==> src/rtl/apb_mem_pkg.sv <==
// Shared types and helpers for the APB memory completer.
package apb_mem_pkg;

    localparam int unsigned WCNT_W = 4;

    typedef enum logic {
        ST_IDLE   = 1'b0,
        ST_ACCESS = 1'b1
    } state_e;

    function automatic logic in_range(input int unsigned addr, input int unsigned depth);
        return addr < depth;
    endfunction

    function automatic int unsigned wrap_addr(input int unsigned addr, input int unsigned depth);
        return addr % depth;
    endfunction

endpackage

==> src/rtl/apb_mem_if.sv <==
// APB bus bundle between the master and the memory completer.
interface apb_mem_if #(
    parameter int unsigned ADDR_width = 4,
    parameter int unsigned DATA_width = 8
);

    logic                  P_sel;
    logic                  P_enable;
    logic                  P_write;
    logic [ADDR_width-1:0] P_addr;
    logic [DATA_width-1:0] P_wdata;
    logic [DATA_width-1:0] P_rdata;
    logic                  P_ready;
    logic                  P_slverr;

    modport master (
        output P_sel, P_enable, P_write, P_addr, P_wdata,
        input  P_rdata, P_ready, P_slverr
    );

    modport slave (
        input  P_sel, P_enable, P_write, P_addr, P_wdata,
        output P_rdata, P_ready, P_slverr
    );

endinterface

==> src/rtl/apb_mem_array.sv <==
// Register-file storage: async clear, one write port, one combinational read port.
module apb_mem_array
    import apb_mem_pkg::*;
#(
    parameter int unsigned DATA_width = 8,
    parameter int unsigned MEM_DEPTH  = 16,
    parameter int unsigned IDX_W      = 4
) (
    input  logic                  clk_i,
    input  logic                  rst_i,
    input  logic                  we_i,
    input  logic [IDX_W-1:0]      waddr_i,
    input  logic [DATA_width-1:0] wdata_i,
    input  logic [IDX_W-1:0]      raddr_i,
    output logic [DATA_width-1:0] rdata_o
);

    logic [DATA_width-1:0] mem_q [MEM_DEPTH];

    always_ff @(posedge clk_i or posedge rst_i) begin
        if (rst_i) begin
            for (int unsigned i = 0; i < MEM_DEPTH; i++) begin
                mem_q[i] <= '0;
            end
        end else if (we_i) begin
            mem_q[waddr_i] <= wdata_i;
        end
    end

    assign rdata_o = mem_q[raddr_i];

endmodule

==> src/rtl/apb_mem_slave.sv <==
// APB completer backed by a register-file memory with programmable wait states.
// Define APB_MEM_SLVERR_EN to flag out-of-range accesses with P_slverr instead of aliasing.
module apb_mem_slave
    import apb_mem_pkg::*;
#(
    parameter int unsigned ADDR_width  = 4,
    parameter int unsigned DATA_width  = 8,
    parameter int unsigned MEM_DEPTH   = 16,
    parameter int unsigned WAIT_STATES = 0
) (
    input  logic     P_clk,
    input  logic     P_reset,
    apb_mem_if.slave bus
);

    localparam int unsigned IDX_W = (MEM_DEPTH > 1) ? $clog2(MEM_DEPTH) : 1;

    state_e                state_q, state_d;
    logic [WCNT_W-1:0]     wcnt_q, wcnt_d;
    logic [ADDR_width-1:0] addr_q;
    logic                  write_q;
    logic [DATA_width-1:0] wdata_q;
    logic [DATA_width-1:0] rdata_q, rdata_d;

    logic                  setup, access, load;
    logic                  ready, slverr, mem_we;
    logic [IDX_W-1:0]      ridx, widx;
    logic [DATA_width-1:0] mem_rdata;

    assign setup  = bus.P_sel & ~bus.P_enable;
    assign access = bus.P_sel & bus.P_enable;
    // Completion needs P_enable=1, so a setup phase can only be accepted from IDLE.
    assign load   = (state_q == ST_IDLE) & setup;

    assign ridx = IDX_W'(wrap_addr(32'(bus.P_addr), MEM_DEPTH));
    assign widx = IDX_W'(wrap_addr(32'(addr_q), MEM_DEPTH));

`ifdef APB_MEM_SLVERR_EN
    logic setup_ok, addr_ok;
    assign setup_ok = in_range(32'(bus.P_addr), MEM_DEPTH);
    assign addr_ok  = in_range(32'(addr_q), MEM_DEPTH);
`endif

    always_ff @(posedge P_clk or posedge P_reset) begin
        if (P_reset) begin
            state_q <= ST_IDLE;
        end else begin
            state_q <= state_d;
        end
    end

    always_comb begin
        state_d = state_q;
        unique case (state_q)
            ST_IDLE: begin
                if (setup) state_d = ST_ACCESS;
            end
            ST_ACCESS: begin
                if (!bus.P_sel) state_d = ST_IDLE;
                else if (access && wcnt_q == '0) state_d = ST_IDLE;
            end
        endcase
    end

    always_comb begin
        ready  = 1'b0;
        slverr = 1'b0;
        mem_we = 1'b0;
        if (state_q == ST_ACCESS && access && wcnt_q == '0) ready = 1'b1;
`ifdef APB_MEM_SLVERR_EN
        slverr = ready & ~addr_ok;
        mem_we = ready & write_q & addr_ok;
`else
        mem_we = ready & write_q;
`endif
    end

    always_comb begin
        wcnt_d = wcnt_q;
        if (load) begin
            wcnt_d = WCNT_W'(WAIT_STATES);
        end else if (state_q == ST_ACCESS && access && wcnt_q != '0) begin
            wcnt_d = wcnt_q - WCNT_W'(1);
        end
`ifdef APB_MEM_SLVERR_EN
        rdata_d = setup_ok ? mem_rdata : '0;
`else
        rdata_d = mem_rdata;
`endif
    end

    always_ff @(posedge P_clk or posedge P_reset) begin
        if (P_reset) begin
            wcnt_q  <= '0;
            addr_q  <= '0;
            write_q <= 1'b0;
            wdata_q <= '0;
            rdata_q <= '0;
        end else begin
            wcnt_q <= wcnt_d;
            if (load) begin
                addr_q  <= bus.P_addr;
                write_q <= bus.P_write;
                wdata_q <= bus.P_wdata;
                rdata_q <= rdata_d;
            end
        end
    end

    apb_mem_array #(
        .DATA_width (DATA_width),
        .MEM_DEPTH  (MEM_DEPTH),
        .IDX_W      (IDX_W)
    ) u_array (
        .clk_i   (P_clk),
        .rst_i   (P_reset),
        .we_i    (mem_we),
        .waddr_i (widx),
        .wdata_i (wdata_q),
        .raddr_i (ridx),
        .rdata_o (mem_rdata)
    );

    assign bus.P_ready  = ready;
    assign bus.P_slverr = slverr;
    assign bus.P_rdata  = rdata_q;

endmodule

==> src/flat_wrapper.sv <==
// flat-port wrapper written by rule: the top's interface ports become plain ports
module apb_mem_slave_flat import apb_mem_pkg::*;
#(
    parameter int unsigned ADDR_width  = 4,
    parameter int unsigned DATA_width  = 8,
    parameter int unsigned MEM_DEPTH   = 16,
    parameter int unsigned WAIT_STATES = 0
)
  (P_clk, P_reset, bus_P_sel, bus_P_enable, bus_P_write, bus_P_addr, bus_P_wdata, bus_P_rdata, bus_P_ready, bus_P_slverr);
  apb_mem_if #(.ADDR_width(ADDR_width), .DATA_width(DATA_width)) bus_i ();
  input  logic P_clk;
  input  logic P_reset;
  input wire logic [$bits(bus_i.P_sel)-1:0] bus_P_sel;
  input wire logic [$bits(bus_i.P_enable)-1:0] bus_P_enable;
  input wire logic [$bits(bus_i.P_write)-1:0] bus_P_write;
  input wire logic [$bits(bus_i.P_addr)-1:0] bus_P_addr;
  input wire logic [$bits(bus_i.P_wdata)-1:0] bus_P_wdata;
  output wire logic [$bits(bus_i.P_rdata)-1:0] bus_P_rdata;
  output wire logic [$bits(bus_i.P_ready)-1:0] bus_P_ready;
  output wire logic [$bits(bus_i.P_slverr)-1:0] bus_P_slverr;
  assign bus_i.P_sel = bus_P_sel;
  assign bus_i.P_enable = bus_P_enable;
  assign bus_i.P_write = bus_P_write;
  assign bus_i.P_addr = bus_P_addr;
  assign bus_i.P_wdata = bus_P_wdata;
  assign bus_P_rdata = bus_i.P_rdata;
  assign bus_P_ready = bus_i.P_ready;
  assign bus_P_slverr = bus_i.P_slverr;
  apb_mem_slave #(.ADDR_width(ADDR_width), .DATA_width(DATA_width), .MEM_DEPTH(MEM_DEPTH), .WAIT_STATES(WAIT_STATES)) u_core (.P_clk(P_clk), .P_reset(P_reset), .bus(bus_i));
endmodule
==> config.mk <==
export PLATFORM = sky130hd
export DESIGN_NAME = apb_mem_slave_flat
export DESIGN_NICKNAME = d
export VERILOG_FILES = /design/src/rtl/apb_mem_pkg.sv /design/src/rtl/apb_mem_if.sv /design/src/rtl/apb_mem_array.sv /design/src/rtl/apb_mem_slave.sv /design/src/flat_wrapper.sv
export SDC_FILE = /design/constraint.sdc
export NUM_CORES = 1
export LEC_CHECK = 0
export ABC_AREA = 0
export CAP_MARGIN = 30
export CORE_MARGIN = 1
export CORE_UTILIZATION = 50
export CTS_CLUSTER_DIAMETER = 100
export DETAILED_ROUTE_END_ITERATION = 8
export PLACE_DENSITY = 0.67
export REMOVE_ABC_BUFFERS = 1
export SETUP_SLACK_MARGIN = 0.5
export SYNTH_ARGS = -nofsm -noshare
export SYNTH_HDL_FRONTEND = slang
export SYNTH_SLANG_ARGS = --single-unit
==> constraint.sdc <==
create_clock -name P_clk -period 11.6 [get_ports P_clk]
set_clock_uncertainty 0.2 [all_clocks]
set_input_delay 1.74 -clock P_clk [delete_from_list [all_inputs] [get_ports P_clk]]
set_output_delay 1.74 -clock P_clk [all_outputs]
set_load 0.01 [all_outputs]
==> impl_metrics.toml <==
[critical_path]
cp-start-kind = "input port"
cpPeakStageDelay_ns = 0.56
cp_common_cell = "clkdlybuf4s50_1"
path_cells = "clkdlybuf4s50_1, nand3_1, nor2_2, clkdlybuf4s50_1"
path_class = "input port to output pin"
cp-end-kind = "output pin"
cp.arrival_ns = 3.25
worstPathRequired_ns = 9.66
critPathTopFamily = "buffers and inverters"
crit_buf_inv = 2
cpMaxStageDelayCell = "clkdlybuf4s50_1"
cp_max_fo = 5

[clocking]
clk_pin_slew_ns = 0.06
clk_latency_ns = 0.43
cts_tree = "done"
post-cts-setup-buffers = 0
cts-htree-levels = 4
cts_resized = 0
cts_root_buf = "clkbuf_16"
postCtsHoldBufs = 0
cts_max_path_buffers = 2
cts_sinks = 154
cts_inserted_buffers = 17

[final_layout]
fin_area_um2 = 8140
n_antenna_cell = 0
syn_to_final_growth_pct = 15.5
fin_nets = 514
drive_above_1_share = 0.428

[synthesis]
syn_area_um2 = 7050
yosysTopAreaCellShare = 0.547
synth_compound_area_frac = 0.0194
synthCells = 473
synth_xor_area_frac = 0.00373
yosysSeqAreaShare = 0.547
synth_top_family_by_area = "multiplexers"
synth_common_cells = "dfrtp_1, mux2_2, nand2_1, mux4_2, mux2_4"
ys_warn_count = 0
synth_ff_type = "dfrtp_1"
avgSynthCellArea_um2 = 14.9
synth-seq-cells = 154
synth_most_common_cell = "dfrtp_1"
synth_cell_types = 39
synthArstFlopShare = 1.00
synthMuxAreaShare = 0.337
synth_edf_count = 0
synth_area_leaders = "dfrtp_1, mux2_2, mux4_2"
synthAdderAreaFrac = 0.00178
synthSimpleGateAreaFrac = 0.0691
yosysTopAreaCell = "dfrtp_1"

[routing]
first_iter_violations = 256
routed_wl_um = 14800
routedWlPerCell_um = 21.5
drc_errors = 0
dr.pass1.iters = 4
ant_nets = 0
route.vias.total = 3959
vias_per_cell = 5.75

[place]
port_buffers = 25
dpl.hpwl_um = 9090
place_congestion = 0.707
placed_cell_area_um2 = 7440

[floorplanning]
dieArea_um2 = 14600
rows = 43
ios = 27
start_util = 0.510
die_h_um = 121
fp.dieW_um = 121
core_um2 = 13800

[global_routing]
grt_pass1_wl_um = 24200
antenna_found_initial = 0
grt_pass1_vias = 4173
grt_overflow = 0
grt_max_degree = 79
grt.total_usage = 0.229

[pwr]
ir_drop_v = 0.000108
power_density_nw_per_um2 = 164
p_leak_uw = 0.00392

[timing]
tightest_slew_ns = 0.886
max_slew_margin = 0.408
hold_viol = 0
finalSetupViolations = 0
drv_slew = 0
layout_min_cycle_time_ns = 5.19
fmaxAchievable_mhz = 193
rsz0062_at_grt = "no"
finalSetupTns_ns = 0
timing.final.crit_share = 0.447

[hold_path]
hold_path_class = "register to register"

[job]
drv_cap = 0

[run_status]
status = "completed"
==> through the flow <==
step | util | total power [uW] | setup slack, ns | instances | hold slack (ns)
after floorplan | - | 668 | 5.51 | 446 | 0.275
after global placement | 0.536 | 708 | 6.44 | 655 | 0.284
after detailed placement | 0.538 | 715 | 6.41 | 656 | 0.290
after CTS | 0.587 | 1350 | 6.40 | 688 | 0.304
after global routing | 0.589 | 1390 | 6.31 | 689 | 0.311
final | 0.589 | 1340 | 6.41 | 689 | 0.303
==> power by group <==
part	internal [uW]	total (uW)	switching, uW
clock network	416	631	215
logic	54.9	98.5	43.6
registers	569	607	38.3
total	1040	1340	297
==> worst register-to-register path, stage by stage, from the launching register on <==
cell and delay [ns]:
dfrtp_1 0.41, inv_1 0.07, ha_1 0.17, nor3b_2 0.29, nand4_1 0.32, nor2b_1 0.78
mux2_2 0.42
==> cell families (layout without fill, tap and decap cells) <==
group                      Yosys count  count (layout)
buffers and inverters               30              66
xor gates and xnor gates             3               3
muxes                              174             174
AOI/OAI and AO/OA                   21              21
adders and majority gates            1               1
and+or+nand+nor                     89              89
other                                1               1
DFF                                154             154
==> metal layers <==
metal | vias up | part of all wire | global-route usage
met5 | - | 0 | 0
met4 | 0 | 0.011 | 0.0718
met1 | 2096 | 0.45 | 0.316
met2 | 85 | 0.50 | 0.360
li1 | 1763 | - | -
met3 | 15 | 0.043 | 0.0552
==> final cells by class <==
class | instances | area, um^2
fillers | 1059 | 5690
clock buffers | 22 | 464
repair buffers | 31 | 325
flip-flops and latches | 154 | 3850
multi-input cells | 289 | 3040
inverters | 3 | 16.3
well taps | 180 | 225
clock inverters | 10 | 211
==> state kept, by name (all words and copies together) (netlist names) <==
name	cells
u_core.wdata_q	8
u_core.wcnt_q	4
u_core.state_q	1
u_core.write_q	1
u_core.u_array.mem_q	128
u_core.bus.P_rdata	8
u_core.addr_q	4
==> cell usage in the layout (no fill, tap or decap), types with 2 or more instances in the layout <==
cell             count
a22oi_1              5
a2bb2oi_1            3
buf_16               2
buf_2                2
buf_4                4
bufinv_16            6
clkbuf_1             3
clkbuf_16           17
clkbuf_8             2
clkdlybuf4s50_1     23
clkinv_4             2
dfrtp_1            154
inv_1                2
inv_6                2
mux2_2             108
mux2_4              24
mux2i_1             12
mux4_2              30
nand2_1             41
nand2b_1             3
nand3_1              5
nand3b_1             3
nand4_1              2
nand4b_1             2
nand4b_2             2
nor2_1               7
nor2_2              10
nor2b_1              5
nor3b_2              2
o21ai_0             10
xor2_1               2
==> worst paths after layout <==
path	from	endpoint	slack (ns)	depth (start not counted)
min reg2reg	u_core.u_array.mem_q[73]	u_core.u_array.mem_q[73]	0.30	1
min in group asynchronous	P_reset	u_core.u_array.mem_q[61]	1.59	2
max reg2reg	u_core.wcnt_q[0]	u_core.u_array.mem_q[28]	8.83	6
max in group asynchronous	P_reset	u_core.u_array.mem_q[79]	8.61	4
min	u_core.u_array.mem_q[73]	u_core.u_array.mem_q[73]	0.30	1
max	bus_P_enable	bus_P_ready	6.41	4
(Power assumes the default switching activity.)
